[src/rtl/params_pkg.sv]
// Shared AXI widths, arbiter state encoding and response codes for the AXI arbiters.
package params_pkg;

  localparam int unsigned AXI_ID_WIDTH   = 5;
  localparam int unsigned AXI_ADDR_WIDTH = 32;
  localparam int unsigned AXI_DATA_WIDTH = 8;
  localparam int unsigned AXI_LEN_WIDTH  = 8;

  localparam logic [1:0] AXI_RESP_SLVERR = 2'b10;

  typedef enum logic [1:0] {
    ARB_IDLE,
    ARB_AW,
    ARB_WDAT
  } arb_state_t;

endpackage

[src/rtl/rr_arbiter.sv]
// Combinational round-robin picker: first asserted request at or after ptr, wrapping.
module rr_arbiter #(
  parameter int unsigned N  = 2,
  parameter int unsigned IW = $clog2(N)
) (
  input  logic [N-1:0]  req,
  input  logic [IW-1:0] ptr,
  output logic [N-1:0]  gnt,
  output logic [IW-1:0] idx,
  output logic          found
);

  int unsigned cand;

  always_comb begin
    gnt   = '0;
    idx   = '0;
    found = 1'b0;
    cand  = 0;
    for (int unsigned k = 0; k < N; k++) begin
      cand = (32'(ptr) + k) % N;
      if (!found && req[cand[IW-1:0]]) begin
        found               = 1'b1;
        idx                 = cand[IW-1:0];
        gnt[cand[IW-1:0]]   = 1'b1;
      end
    end
  end

endmodule

[src/rtl/axi_wr_arbiter.sv]
// N-to-1 AXI4 write-path arbiter: round-robin per burst, registered AW, W locked until WLAST,
// B routed back by the master index carried in the upper BID bits.
module axi_wr_arbiter
  import params_pkg::*;
#(
  parameter int unsigned NUM_MST    = 2,
  parameter int unsigned ID_WIDTH   = AXI_ID_WIDTH,
  parameter int unsigned ADDR_WIDTH = AXI_ADDR_WIDTH,
  parameter int unsigned DATA_WIDTH = AXI_DATA_WIDTH,
  parameter int unsigned LEN_WIDTH  = AXI_LEN_WIDTH,
  localparam int unsigned IDX_W     = $clog2(NUM_MST),
  localparam int unsigned M_ID_W    = ID_WIDTH + IDX_W,
  localparam int unsigned STRB_W    = DATA_WIDTH / 8
) (
  input  logic                            ACLK,
  input  logic                            ARESETn,
  input  logic [NUM_MST-1:0]              s_awvalid,
  output logic [NUM_MST-1:0]              s_awready,
  input  logic [NUM_MST*ID_WIDTH-1:0]     s_awid,
  input  logic [NUM_MST*ADDR_WIDTH-1:0]   s_awaddr,
  input  logic [NUM_MST*LEN_WIDTH-1:0]    s_awlen,
  input  logic [NUM_MST-1:0]              s_wvalid,
  output logic [NUM_MST-1:0]              s_wready,
  input  logic [NUM_MST-1:0]              s_wlast,
  input  logic [NUM_MST*DATA_WIDTH-1:0]   s_wdata,
  input  logic [NUM_MST*STRB_W-1:0]       s_wstrb,
  output logic [NUM_MST-1:0]              s_bvalid,
  input  logic [NUM_MST-1:0]              s_bready,
  output logic [ID_WIDTH-1:0]             s_bid,
  output logic [1:0]                      s_bresp,
  output logic                            m_awvalid,
  input  logic                            m_awready,
  output logic [M_ID_W-1:0]               m_awid,
  output logic [ADDR_WIDTH-1:0]           m_awaddr,
  output logic [LEN_WIDTH-1:0]            m_awlen,
  output logic                            m_wvalid,
  input  logic                            m_wready,
  output logic                            m_wlast,
  output logic [DATA_WIDTH-1:0]           m_wdata,
  output logic [STRB_W-1:0]               m_wstrb,
  input  logic                            m_bvalid,
  output logic                            m_bready,
  input  logic [M_ID_W-1:0]               m_bid,
  input  logic [1:0]                      m_bresp,
  output logic                            arb_err
);

  arb_state_t            state_q, state_d;
  logic [IDX_W-1:0]      rr_ptr_q, rr_ptr_d;
  logic [IDX_W-1:0]      grant_q, grant_d;
  logic [NUM_MST-1:0]    arb_gnt;
  logic [IDX_W-1:0]      arb_idx;
  logic                  arb_found;
  logic                  awvalid_q, awvalid_d;
  logic [M_ID_W-1:0]     awid_q, awid_d;
  logic [ADDR_WIDTH-1:0] awaddr_q, awaddr_d;
  logic [LEN_WIDTH-1:0]  awlen_q, awlen_d;
  logic                  arb_err_q;
  logic [IDX_W-1:0]      b_idx;
  logic                  b_idx_ok;
  logic                  w_done;

  rr_arbiter #(
    .N  (NUM_MST),
    .IW (IDX_W)
  ) u_rr (
    .req   (s_awvalid),
    .ptr   (rr_ptr_q),
    .gnt   (arb_gnt),
    .idx   (arb_idx),
    .found (arb_found)
  );

  always_comb begin
    state_d   = state_q;
    rr_ptr_d  = rr_ptr_q;
    grant_d   = grant_q;
    awvalid_d = awvalid_q;
    awid_d    = awid_q;
    awaddr_d  = awaddr_q;
    awlen_d   = awlen_q;
    case (state_q)
      ARB_IDLE: begin
        if (arb_found) begin
          state_d   = ARB_AW;
          grant_d   = arb_idx;
          rr_ptr_d  = (arb_idx == IDX_W'(NUM_MST - 1)) ? '0 : arb_idx + 1'b1;
          awvalid_d = 1'b1;
          awid_d    = {arb_idx, s_awid[arb_idx*ID_WIDTH +: ID_WIDTH]};
          awaddr_d  = s_awaddr[arb_idx*ADDR_WIDTH +: ADDR_WIDTH];
          awlen_d   = s_awlen[arb_idx*LEN_WIDTH +: LEN_WIDTH];
        end
      end
      ARB_AW: begin
        if (m_awready) begin
          state_d   = ARB_WDAT;
          awvalid_d = 1'b0;
        end
      end
      ARB_WDAT: begin
        if (w_done) state_d = ARB_IDLE;
      end
      default: state_d = ARB_IDLE;
    endcase
  end

  // Gated by reset so a master holding AWVALID through reset never sees a handshake.
  assign s_awready = (ARESETn && state_q == ARB_IDLE) ? arb_gnt : '0;

  assign m_awvalid = awvalid_q;
  assign m_awid    = awid_q;
  assign m_awaddr  = awaddr_q;
  assign m_awlen   = awlen_q;

  always_comb begin
    m_wvalid = 1'b0;
    m_wlast  = 1'b0;
    m_wdata  = '0;
    m_wstrb  = '0;
    s_wready = '0;
    if (state_q == ARB_WDAT) begin
      m_wvalid          = s_wvalid[grant_q];
      m_wlast           = s_wlast[grant_q];
      m_wdata           = s_wdata[grant_q*DATA_WIDTH +: DATA_WIDTH];
      m_wstrb           = s_wstrb[grant_q*STRB_W +: STRB_W];
      s_wready[grant_q] = m_wready;
    end
  end

  assign w_done = m_wvalid & m_wready & m_wlast;

  // Responses for a master index that does not exist are accepted and dropped.
  assign b_idx    = m_bid[M_ID_W-1 -: IDX_W];
  assign b_idx_ok = ({1'b0, b_idx} < (IDX_W + 1)'(NUM_MST));

  always_comb begin
    s_bvalid = '0;
    m_bready = 1'b1;
    if (b_idx_ok) begin
      s_bvalid[b_idx] = m_bvalid;
      m_bready        = s_bready[b_idx];
    end
  end

  assign s_bid   = m_bid[ID_WIDTH-1:0];
  assign s_bresp = m_bresp;
  assign arb_err = arb_err_q;

  always_ff @(posedge ACLK or negedge ARESETn) begin
    if (!ARESETn) begin
      state_q   <= ARB_IDLE;
      rr_ptr_q  <= '0;
      grant_q   <= '0;
      awvalid_q <= 1'b0;
      awid_q    <= '0;
      awaddr_q  <= '0;
      awlen_q   <= '0;
      arb_err_q <= 1'b0;
    end else begin
      state_q   <= state_d;
      rr_ptr_q  <= rr_ptr_d;
      grant_q   <= grant_d;
      awvalid_q <= awvalid_d;
      awid_q    <= awid_d;
      awaddr_q  <= awaddr_d;
      awlen_q   <= awlen_d;
      arb_err_q <= arb_err_q | (m_bvalid & ~b_idx_ok);
    end
  end

endmodule

[config.mk]
export PLATFORM = sky130hd
export DESIGN_NAME = axi_wr_arbiter
export DESIGN_NICKNAME = d
export VERILOG_FILES = /design/src/rtl/params_pkg.sv /design/src/rtl/rr_arbiter.sv /design/src/rtl/axi_wr_arbiter.sv
export SDC_FILE = /design/constraint.sdc
export NUM_CORES = 1
export LEC_CHECK = 0
export CAP_MARGIN = 30
export CORE_MARGIN = 2
export CORE_UTILIZATION = 37
export CTS_CLUSTER_SIZE = 10
export DETAILED_ROUTE_END_ITERATION = 8
export PLACE_DENSITY_LB_ADDON = 0.05
export SLEW_MARGIN = 20
export SYNTH_ARGS = -nofsm -noshare
export SYNTH_HDL_FRONTEND = slang
export SYNTH_HIERARCHICAL = 1
export SYNTH_SLANG_ARGS = --single-unit
[constraint.sdc]
create_clock -name ACLK -period 3.5 [get_ports ACLK]
set_input_delay 0.7 -clock ACLK [delete_from_list [all_inputs] [get_ports ACLK]]
set_output_delay 0.7 -clock ACLK [all_outputs]
set_load 0.01 [all_outputs]
# After elaboration in Yosys (flattened, before gate mapping)

Index checks and enable logic that the tools add are counted.
W data, S select, Z words.

Input port bits: 129
Output and inout bits: 73
Logic and storage cells: 83
Register bits after elaboration: 51

Magnitude comparators: 8
$add $sub $neg: 2
$mul: 1
Muxes and demuxes: 38
Reductions and logical operators: 12
Shifts and indexed selects: 5
Bitwise gates (word level): 5
Eq/ne operators: 5

Operator list:

| cell                  | count |
|---|---|
| $shiftx A64 B7 Y32    | 1 |
| $shiftx A16 B5 Y8     | 2 |
| $mux W1               | 24 |
| $mux W2               | 7 |
| $shiftx A10 B5 Y5     | 1 |
| $lt A1 B2 Y1 const B  | 4 |
| $mux W8               | 1 |
| $logic_and A1 B1 Y1   | 6 |
| $ne A2 B2 Y1 const B  | 3 |
| $pmux W2 S3           | 1 |
| $reduce_and A3 Y1     | 2 |
| $and A2 B2 Y2         | 2 |
| $demux W1 S1          | 4 |
| $ge A1 B1 Y1 const B  | 4 |
| $mul A1 B3 Y4 const B | 1 |
| $add A1 B1 Y1 const B | 2 |
| $and A1 B1 Y1         | 2 |
| $eq A2 B1 Y1 const B  | 1 |
| $eq A2 B2 Y1 const B  | 1 |
| $logic_not A2 Y1      | 1 |
| $or A2 B2 Y2          | 1 |
| $pmux W1 S2           | 1 |
| $reduce_and A2 Y1     | 1 |
| $reduce_bool A2 Y1    | 1 |
| other kinds (2)       | 2 |

# Longest topological paths before layout

Gate-level depths: netlist (run 1).

Depth in word-level cells: 8
Depth in mapped cells: 6
Depth with buffers taken out: 4

# Cells and area by module

The synthesis (run 1) kept the hierarchy.

By module, submodules not included:

| module         | area each (sq um) | sequential area each (sq um) | instances | cells each |
|---|---|---|---|---|
| axi_wr_arbiter | 2632.5            | 1251.2                       | 1         | 261 |
| rr_arbiter     | 32.5              | 0.0                          | 1         | 5 |

# Worst setup path before layout (run 1)

Ideal clock, no wire load.

Kind: flip-flop to output port
From: reg grant_q
To: out s_wready[1]
Setup slack: 1.717 ns
Cell stages (with the launch flop): 5
Data required time: 2.800 ns
Data arrival time: 1.083 ns
Buffers on the path: 2
Path through: dfrtp_1 buf_2 buf_2 inv_1 nor3_1

Cells in the longest elaborated chain, start to end: 6
Elaborated cells between the ends (all ways): 7
Those cells by class: order compare: 2; mux: 3; bitwise: 1; reduce/logical: 1

Ends and longest elaborated chain:

| item                                                                      | RTL line              | RTL |
|---|---|---|
| from (decl)                                                               | axi_wr_arbiter.sv:50  | `logic [IDX_W-1:0] grant_q, grant_d;` |
| from (signal assigned)                                                    | axi_wr_arbiter.sv:162 | `grant_q <= grant_d;` |
| $lt A1 B2 Y1 (implied by the code) / $ge A1 B1 Y1 (equally long branches) | axi_wr_arbiter.sv:126 | `s_wready[grant_q] = m_wready;` |
| $logic_and A1 B1 Y1 (implied by the code)                                 | axi_wr_arbiter.sv:126 |  |
| $mux W1 (implied by the code)                                             | axi_wr_arbiter.sv:126 |  |
| $demux W1 S1 (*)                                                          | axi_wr_arbiter.sv:126 |  |
| $and A2 B2 Y2 (no source line) (*)                                        | -                     |  |
| $mux W2 (*)                                                               | axi_wr_arbiter.sv:121 | `if (state_q == ARB_WDAT) begin` |
| to (decl)                                                                 | axi_wr_arbiter.sv:23  | `output logic [NUM_MST-1:0] s_wready,` |

Every way passes the cells marked *; elsewhere a longest branch is shown, timed or not.

# Worst setup path in the final report (run 1)

From: in s_awvalid[0]
To: out s_awready[0]

Cells in the longest elaborated chain, start to end: 7
Elaborated cells between the ends (all ways): 11
Those cells by class: mux: 8; bitwise: 1; reduce/logical: 2

Ends and longest elaborated chain:

| item                                       | RTL line              | RTL |
|---|---|---|
| from (decl)                                | axi_wr_arbiter.sv:17  | `input logic [NUM_MST-1:0] s_awvalid,` |
| $mux W1 (implied by the code) (2 in a row) | rr_arbiter.sv:22      | `if (!found && req[cand[IW-1:0]]) begin` |
| $mux W1                                    | rr_arbiter.sv:22      |  |
| $logic_not A1 Y1                           | rr_arbiter.sv:22      |  |
| $logic_and A1 B1 Y1                        | rr_arbiter.sv:22      |  |
| $mux W2 (*)                                | rr_arbiter.sv:22      |  |
| named net arb_gnt[0]                       | axi_wr_arbiter.sv:51  | `logic [NUM_MST-1:0] arb_gnt;` |
| $mux W2 (*)                                | axi_wr_arbiter.sv:108 | `assign s_awready = (ARESETn && state_q == ARB_IDLE) ? arb_gnt : '0;` |
| to (decl)                                  | axi_wr_arbiter.sv:18  | `output logic [NUM_MST-1:0] s_awready,` |

Mark *: on every way through the listed nets, which the timed path passes. The rest lies on a longest branch. The select of a mux whose other input is x is not followed.

==> qor.csv, run 1 <==
metric;value;unit
outcome;complete, no violations;
cts.path.max_buffers;2;
io_buffers;186;
numClockSinks;50;
ys.warnings.count;6;
via_count;2451;
ff_latch_area;1251;um2
maxCapViolCount;0;
synth_cells;266;
routed_wl;7.263;mm
yosysMostFrequentCell;nor2_1;
cp_cell_sequence;clkdlybuf4s50_1 > a21boi_0 > and3_1 > clkdlybuf4s50_1;
p_int;0.002001;W
synth.top_cell.area_share;0.4695;
clkTransAtPathRegs;80;ps
async_reset_ff_frac;1.000;
grt_overflow;0;
critPathTopFamily;buffers and inverters;
fin_area;4617;um2
area_delta_synth_final;73.24;%
p_per_area;677.5;nW/um2
cts_buffers;5;
rows;30;
critPathLaunchType;input port;
rsz0062_at_grt;no;
multi_input_area;1222;um2
synth_area_leaders;dfrtp_1 47%, mux2i_1 21%, nor2_1 8.2%, a21oi_1 6.2%, buf_4 4.8%;
grt_pass1_wl;10.98;mm
worst_slack;642.5;ps
track_usage;0.1799;
swShare;0.3603;
layout_min_cycle_time;2858;ps
fp.dieArea;7898;um2
first_global_vias;2355;
fin_skew;5.611;ps
antenna_found_initial;0;
drtIter0Drc;112;
wl_per_cell;13.60;um
final-setup-viol-count;0;
nets;566;
yosysUniqueCellTypes;24;
tightest_slew;683.8;ps
cts_resized;0;
path_class;input port to output port;
crit_top_cell;clkdlybuf4s50_1;
max_stage_delay;550;ps
drv_slew;0;
cts_tree;built;
tns;0;ps
cp.required;2800;ps
cp_num_buf_inv;2;
synth_edf_count;0;
synth.yosys.seq_area_share;0.4695;
leakagePower;1.895;nW
vdd_drop_max;337.5;uV
grt_max_degree;53;
synth_area_per_cell;10.02;um2
cts-root-buf;clkbuf_8;
place_area;4511;um2
endpoint_kind;output port;
fmax;350.0;MHz
critPathSlowestCell;clkdlybuf4s50_1;
ys_seq_elements;50;
fill_cells;582;
cp_max_fo;4;
synth_fp_nets;395;
p_sw;0.001127;W
drc;0;
dp_slack;641.4;ps
synthTopCellsByCount;58 x nor2_1, 57 x mux2i_1, 50 x dfrtp_1;
synth_area;2665;um2
drive_gt1_frac;0.06393;
die_y;88.87;um
combinationalPowerShare;0.540;
cts.hold.buffers_added;0;
insertion_delay;290;ps
core_area;6869;um2
vias_per_cell;4.590;
max_slew_margin;0.5441;
ys.flop_type;dfrtp_1;
min_path_type;flip-flop to flip-flop;
yosysTopAreaCell;dfrtp_1;
final_util;0.6721;
fin_crit_sh;0.8164;
fp.dieW;88.87;um
pwr-share-seq;0.335;
whs;522.6;ps
hold_violations;0;
crit_arrival;2160;ps
io_pins;202;
htreeDepth;2;
start_util;0.3880;
hpwl;5.713;mm
gp_congestion;0.8462;
diodes;0;
postCtsSetupRepairBufs;0;
drtPass1Iterations;4;
ant_nets;0;
clkPwrFrac;0.124;
[flip-flops by register name, indices dropped and copies added, names as in the netlist]
name	count
m_awaddr	32
m_awvalid	1
rr_ptr_q	1
grant_q	1
m_awid	5
state_q	2
m_awlen	8
[cells in the final DEF, fill, tap and decap left out, types with 2 or more instances in the layout]
cell	count
inv_1	6
nor2_1	58
a21oi_2	13
a21boi_0	2
nor3_1	2
buf_4	5
o21ai_0	4
clkbuf_8	5
clkbuf_1	2
and3_1	2
mux2i_1	57
nand2_1	2
a21oi_1	33
dfrtp_1	50
clkdlybuf4s50_1	185
[worst min-delay path: cells and delay by family, from the launching register on]
| family | cells | cell delay [ps] |
|---|---|---|
| and+or+nand+nor | 1 | 50 |
| DFF | 1 | 350 |
| AOI/OAI and AO/OA | 1 | 80 |
[final timing paths]
path | start | to | slack [ps] | cells after the start
worst min-delay path | m_awaddr[13]$_DFFE_PN0P_ | m_awaddr[13]$_DFFE_PN0P_ | 520 | 2
worst min register to register | m_awaddr[13]$_DFFE_PN0P_ | m_awaddr[13]$_DFFE_PN0P_ | 520 | 2
max in group asynchronous | ARESETn | m_awlen[3]$_DFFE_PN0P_ | 2510 | 2
worst max-delay path | s_awvalid[0] | s_awready[0] | 640 | 4
worst max register to register | state_q[0]$_DFFE_PN0P_ | state_q[1]$_DFFE_PN0P_ | 1950 | 3
min in group asynchronous | ARESETn | m_awid[4]$_DFFE_PN0P_ | 550 | 2
[per-layer routing]
layer	track usage	vias to the layer above	wire (um)
li1	-	1228	-
met3	0.06157	10	730
met5	0	-	0
met2	0.2992	113	3489
met1	0.2165	1100	2936
met4	0.06474	0	106
[cell families (layout without fill, tap and decap cells)]
| kind of cell | count (synthesis) | after routing | share of synthesized area |
|---|---|---|---|
| mux | 58 | 58 | 0.2183 |
| other cells | 1 | 1 | 0.001407 |
| flops | 50 | 50 | 0.4695 |
| compound gates | 54 | 54 | 0.1230 |
| simple gates | 70 | 70 | 0.1094 |
| buf+inv | 33 | 205 | 0.07840 |
[cell type report]
| class | instances | area share |
|---|---|---|
| Inverter | 6 | 0.004878 |
| Multi-Input combinational cell | 183 | 0.2648 |
| Tap cell | 96 | 0.02602 |
| Clock inverter | 1 | 0.006504 |
| Clock buffer | 7 | 0.01653 |
| Sequential cell | 50 | 0.2710 |
| Timing Repair Buffer | 191 | 0.4103 |
[stage by stage]
| step | std cells | power [W] |
|---|---|---|
| final | 534 | 0.003128 |
| after global routing | 534 | 0.003375 |
| after CTS | 534 | 0.003176 |
| after detailed placement | 526 | 0.002771 |
| after global placement | 526 | 0.002725 |
| after floorplan | 266 | 0.001922 |
[power groups by stage]
stage / Combinational, W / Sequential [W] / Clock [W]
final: 0.00169 / 0.00105 / 0.000389
after detailed placement: 0.00171 / 0.00106 / 0
after global placement: 0.00168 / 0.00105 / 0
after floorplan: 0.000779 / 0.00114 / 0
after CTS: 0.00172 / 0.00105 / 0.000408
after global routing: 0.00185 / 0.00109 / 0.000435
(Power assumes the default switching activity.)
==> run 2, diff against run 1 <==
--- a/config.mk
+++ b/config.mk
@@ -7,7 +7,7 @@
 export LEC_CHECK = 0
 export CAP_MARGIN = 30
 export CORE_MARGIN = 2
-export CORE_UTILIZATION = 37
+export CORE_UTILIZATION = 34
 export CTS_CLUSTER_SIZE = 10
 export DETAILED_ROUTE_END_ITERATION = 8
 export PLACE_DENSITY_LB_ADDON = 0.05
==> constraint.sdc (replaced) <==
create_clock -name ACLK -period 2.9 [get_ports ACLK]
set_input_delay 0.58 -clock ACLK [delete_from_list [all_inputs] [get_ports ACLK]]
set_output_delay 0.58 -clock ACLK [all_outputs]
set_load 0.01 [all_outputs]
==> qor.csv, run 2 (synthesis results as in run 1) <==
metric;value;unit;change
outcome;complete, no violations;;
vias_per_cell;4.524;;-1.4%
wl_per_cell;13.34;um;-1.9%
fmax;381.5;MHz;
via_count;2443;;-0.33%
hpwl;5.676;mm;-0.65%
clkTransAtPathRegs;90;ps;about the same
layout_min_cycle_time;2621;ps;
core_area;7647;um2;+11%
max_stage_delay;570;ps;+20 ps
critPathSlowestCell;clkdlybuf4s50_1;;
grt_max_degree;68;;+28%
cp_num_buf_inv;2;;unchanged
hold_violations;0;;unchanged
fp.dieArea;8563;um2;+8.4%
p_per_area;816.0;nW/um2;+20%
place_area;4543;um2;+0.72%
cts_tree;built;;
die_y;92.54;um;+4.1%
rows;32;;+6.7%
endpoint_kind;output port;;
vdd_drop_max;482.5;uV;+43%
mostFrequentLayoutCell;clkdlybuf4s50_1;;
min_path_type;input port to asynchronous set/reset pin;;
tightest_slew;666.0;ps;-17.76 ps
cp.required;2320;ps;-480 ps
critPathLaunchType;input port;;
ant_nets;0;;unchanged
crit_top_cell;clkdlybuf4s50_1;;
max_slew_margin;0.5560;;+0.01184
drtIter0Drc;60;;-46%
cp_cell_sequence;clkdlybuf4s50_1 > a21boi_0 > and3_1 > clkdlybuf4s50_1;;
drv_slew;0;;unchanged
cts_buffers;5;;unchanged
fin_crit_sh;0.9039;;
nets;566;;unchanged
htreeDepth;2;;unchanged
fin_area;4657;um2;+0.87%
critPathTopFamily;buffers and inverters;;
tns;0;ps;unchanged
drtPass1Iterations;4;;unchanged
io_buffers;186;;unchanged
diodes;0;;unchanged
cts.path.max_buffers;2;;unchanged
cts_resized;0;;unchanged
cp_max_fo;4;;unchanged
track_usage;0.1666;;-0.01334
antenna_found_initial;0;;unchanged
drive_gt1_frac;0.06849;;+0.004566
start_util;0.3485;;-0.03948
numClockSinks;50;;unchanged
leakagePower;1.901;nW;+0.30%
fp.dieW;92.54;um;+4.1%
cts-root-buf;clkbuf_8;;
largest_reg_flops;32;;unchanged
grt_pass1_wl;11.45;mm;+4.3%
final_cell_mix;185 x clkdlybuf4s50_1, 58 x nor2_1, 57 x mux2i_1, 50 x dfrtp_1, 33 x a21oi_1;;
insertion_delay;300;ps;about the same
maxCapViolCount;0;;unchanged
grt_overflow;0;;unchanged
crit_arrival;2040;ps;-120 ps
gp_congestion;0.6744;;-20%
rsz0062_at_grt;no;;
drc;0;;unchanged
final-setup-viol-count;0;;unchanged
area_delta_synth_final;74.74;%;
postCtsSetupRepairBufs;0;;unchanged
cts.hold.buffers_added;0;;unchanged
fin_skew;6.490;ps;+0.8790 ps
routed_wl;7.205;mm;-0.80%
power;0.003800;W;+21%
path_class;input port to output port;;
io_pins;202;;unchanged
first_global_vias;2362;;+0.30%
## run 2: where the power goes
group | switching, W | internal (W) | leakage, nW
clock network | 0.000233 | 0.000257 | 0.0504
logic | 0.000910 | 0.00114 | 1.30
registers | 0.000223 | 0.00104 | 0.552
total | 0.00137 | 0.00243 | 1.90
## run 2: per-stage QoR
step	std cells	setup WS (ps)	hold slack (ps)	utilization
2_1_floorplan	266	1237	284.4	-
3_3_place_gp	532	320.2	497.5	0.5941
3_5_place_dp	532	291.0	502.9	0.5941
4_1_cts	540	279.9	314.6	0.6090
5_1_grt	540	140.3	321.4	0.6090
6_report	540	278.8	324.0	0.6090
## run 2: final timing paths
kind                            slack (ps)                        to                startpoint  cells past startpoint
worst min register to register         520  m_awaddr[29]$_DFFE_PN0P_  m_awaddr[29]$_DFFE_PN0P_                      2
worst min-delay path                   320       grant_q$_DFFE_PN0P_                   ARESETn                      2
worst max-delay path                   280              s_awready[0]              s_awvalid[0]                      4
worst max register to register        1260    state_q[1]$_DFFE_PN0P_    state_q[0]$_DFFE_PN0P_                      3
max in group asynchronous             2250  m_awaddr[31]$_DFFE_PN0P_                   ARESETn                      2
min in group ACLK                      520  m_awaddr[29]$_DFFE_PN0P_  m_awaddr[29]$_DFFE_PN0P_                      2
## run 2: worst reg2reg max path: cells and delay by family (launching register included)
kind	cells	cell delay [ps]
compound gates	1	130
flops	1	450
simple gates	2	920
## run 2: final cells by class
type                       count  area [um2]
inverter                       6       22.52
clock inverter                 3       45.04
clock buffer                   5       68.82
fill                         652        2990
sequential                    50        1251
multi-input combinational    183        1222
tap                          102       127.6
timing repair buffer         191        1919
## run 2: metal layers
metal,global-route usage,up-vias,part of all wire
met5,0,-,0
met4,0.04229,0,0.012
met3,0.05452,9,0.090
met2,0.2914,102,0.50
met1,0.1970,1092,0.40
li1,-,1240,-
==> run 3, diff against run 2 <==
--- a/config.mk
+++ b/config.mk
@@ -11,6 +11,7 @@
 export CTS_CLUSTER_SIZE = 10
 export DETAILED_ROUTE_END_ITERATION = 8
 export PLACE_DENSITY_LB_ADDON = 0.05
+export RECOVER_POWER = 25
 export SLEW_MARGIN = 20
 export SYNTH_ARGS = -nofsm -noshare
 export SYNTH_HDL_FRONTEND = slang
==> qor.csv, run 3 (synthesis results as in run 1) <==
metric;value;unit;change
tightest_slew;1579;ps;+912.5 ps
fill_cells;654;;+0.31%
combinationalPowerShare;0.539;;about the same
path_class;input port to output port;;
outcome;complete, but fails checks;;
drv_slew;31;;+31
cp_cell_sequence;clkdlybuf4s50_1 > a21boi_0 > and3_1 > clkdlybuf4s50_1;;
cp_max_fo;4;;unchanged
die_y;92.54;um;unchanged
crit_arrival;2040;ps;about the same
cts.hold.buffers_added;0;;unchanged
vias_per_cell;4.520;;about the same
rsz0062_at_grt;no;;
hpwl;5.676;mm;unchanged
critPathLaunchType;input port;;
endpoint_kind;output port;;
gp_congestion;0.6744;;unchanged
p_sw;0.001365;W;about the same
grt_use_met1;0.1970;;unchanged
fmax;381.5;MHz;about the same
fp.dieW;92.54;um;unchanged
drtPass1Iterations;4;;unchanged
met2_usage;0.2914;;unchanged
final-setup-viol-count;0;;unchanged
p_int;0.002432;W;about the same
p_per_area;817.0;nW/um2;+0.12%
grt_pass1_wl;11.45;mm;unchanged
area_delta_synth_final;74.41;%;
min_path_type;flip-flop to flip-flop;;
wl_per_cell;13.35;um;about the same
layout_min_cycle_time;2621;ps;+0.006000 ps
hold_start;m_awaddr[29]$_DFFE_PN0P_;;
dp_slack;291.0;ps;unchanged
fp.dieArea;8563;um2;unchanged
r2r-start;state_q[0]$_DFFE_PN0P_;;
worst_slack;278.8;ps;-0.006000 ps
grt_overflow;0;;unchanged
cts-root-buf;clkbuf_8;;
mostFrequentLayoutCell;clkdlybuf4s50_1;;
core_area;7647;um2;unchanged
multi_input_area;1222;um2;unchanged
crit_top_cell;clkdlybuf4s50_1;;
track_usage;0.1666;;unchanged
nets;566;;unchanged
largest_reg_flops;32;;unchanged
cts_tree;built;;
htreeDepth;2;;unchanged
numClockSinks;50;;unchanged
antenna_found_initial;0;;unchanged
cts_buffers;5;;unchanged
rows;32;;unchanged
max_stage_delay;570;ps;about the same
critPathSlowestCell;clkdlybuf4s50_1;;
io_pins;202;;unchanged
clkTransAtPathRegs;100;ps;about the same
ff_latch_area;1251;um2;unchanged
cts_resized;0;;unchanged
pwr-share-seq;0.332;;about the same
swShare;0.3595;;about the same
maxCapViolCount;1;;+1
routed_wl;7.211;mm;about the same
fin_skew;6.325;ps;-0.1654 ps
diodes;0;;unchanged
clkPwrFrac;0.129;;about the same
tns;0;ps;unchanged
final_cell_mix;185 x clkdlybuf4s50_1, 58 x nor2_1, 57 x mux2i_1, 50 x dfrtp_1, 33 x a21oi_1;;
cts.path.max_buffers;2;;unchanged
leakagePower;1.891;nW;-0.53%
vdd_drop_max;482.4;uV;about the same
hold_violations;0;;unchanged
postCtsSetupRepairBufs;0;;unchanged
top_usage_layer;met2;;
insertion_delay;300;ps;about the same
grt_max_degree;68;;unchanged
via_count;2441;;-0.082%
cp.required;2320;ps;about the same
fin_crit_sh;0.9039;;about the same
failed_checks;max-capacitance violations, max-slew violations;;
start_util;0.3485;;unchanged
drtIter0Drc;68;;+13%
drc;0;;unchanged
first_global_vias;2362;;unchanged
grtUsageMet3;0.05452;;unchanged
ant_nets;0;;unchanged
io_buffers;186;;unchanged
max_slew_margin;-0.05235;;-0.6083
drive_gt1_frac;0.06164;;-0.006849
startpoint;s_awvalid[0];;
## run 3: path summary, 6_finish.rpt
kind / to / slack [ps] / cells past startpoint
min in group asynchronous: grant_q$_DFFE_PN0P_ / 720 / 2
setup / recovery: s_awready[0] / 280 / 4
hold reg to reg: m_awaddr[29]$_DFFE_PN0P_ / 520 / 2
max in group asynchronous: m_awaddr[31]$_DFFE_PN0P_ / 1060 / 2
setup reg to reg: state_q[1]$_DFFE_PN0P_ / 1260 / 3
hold / removal: m_awaddr[29]$_DFFE_PN0P_ / 520 / 2
## run 3: layer usage
layer	up-vias	part of all wire
met2	96	0.50
met4	0	0.012
met1	1097	0.40
met3	9	0.087
met5	-	0
li1	1239	-
## run 3: metrics by stage
stage | instance area (um2) | util | std cells | hold slack, ps | power (W)
floorplan | 2665 | - | 266 | 284.4 | 0.002320
global placement | 4543 | 0.5941 | 532 | 497.5 | 0.003325
detailed placement | 4543 | 0.5941 | 532 | 502.9 | 0.003365
CTS | 4657 | 0.6090 | 540 | 314.6 | 0.003869
global route | 4648 | 0.6078 | 540 | 540.5 | 0.004097
finish | 4648 | 0.6078 | 540 | 519.9 | 0.003798
## run 3: layout make-up
| type | instances | area share |
|---|---|---|
| clock buffer | 5 | 0.01480 |
| multi-input combinational | 183 | 0.2630 |
| clock inverter | 3 | 0.009690 |
| tap | 102 | 0.02746 |
| sequential | 50 | 0.2692 |
| timing repair buffer | 191 | 0.4110 |
| inverter | 6 | 0.004845 |
## run 3: power groups by stage
stage	Sequential (W)	Clock (W)	Combinational [W]
finish	0.00126	0.000490	0.00205
global route	0.00131	0.000543	0.00224
CTS	0.00127	0.000513	0.00209
detailed placement	0.00128	0	0.00208
global placement	0.00126	0	0.00206
floorplan	0.00138	0	0.000940
## run 3: worst max-delay path: cells and delay by family
| family | cells | cell delay, ps |
|---|---|---|
| buffers and inverters | 2 | 1110 |
| and+or+nand+nor | 1 | 170 |
| AOI/OAI and AO/OA | 1 | 180 |
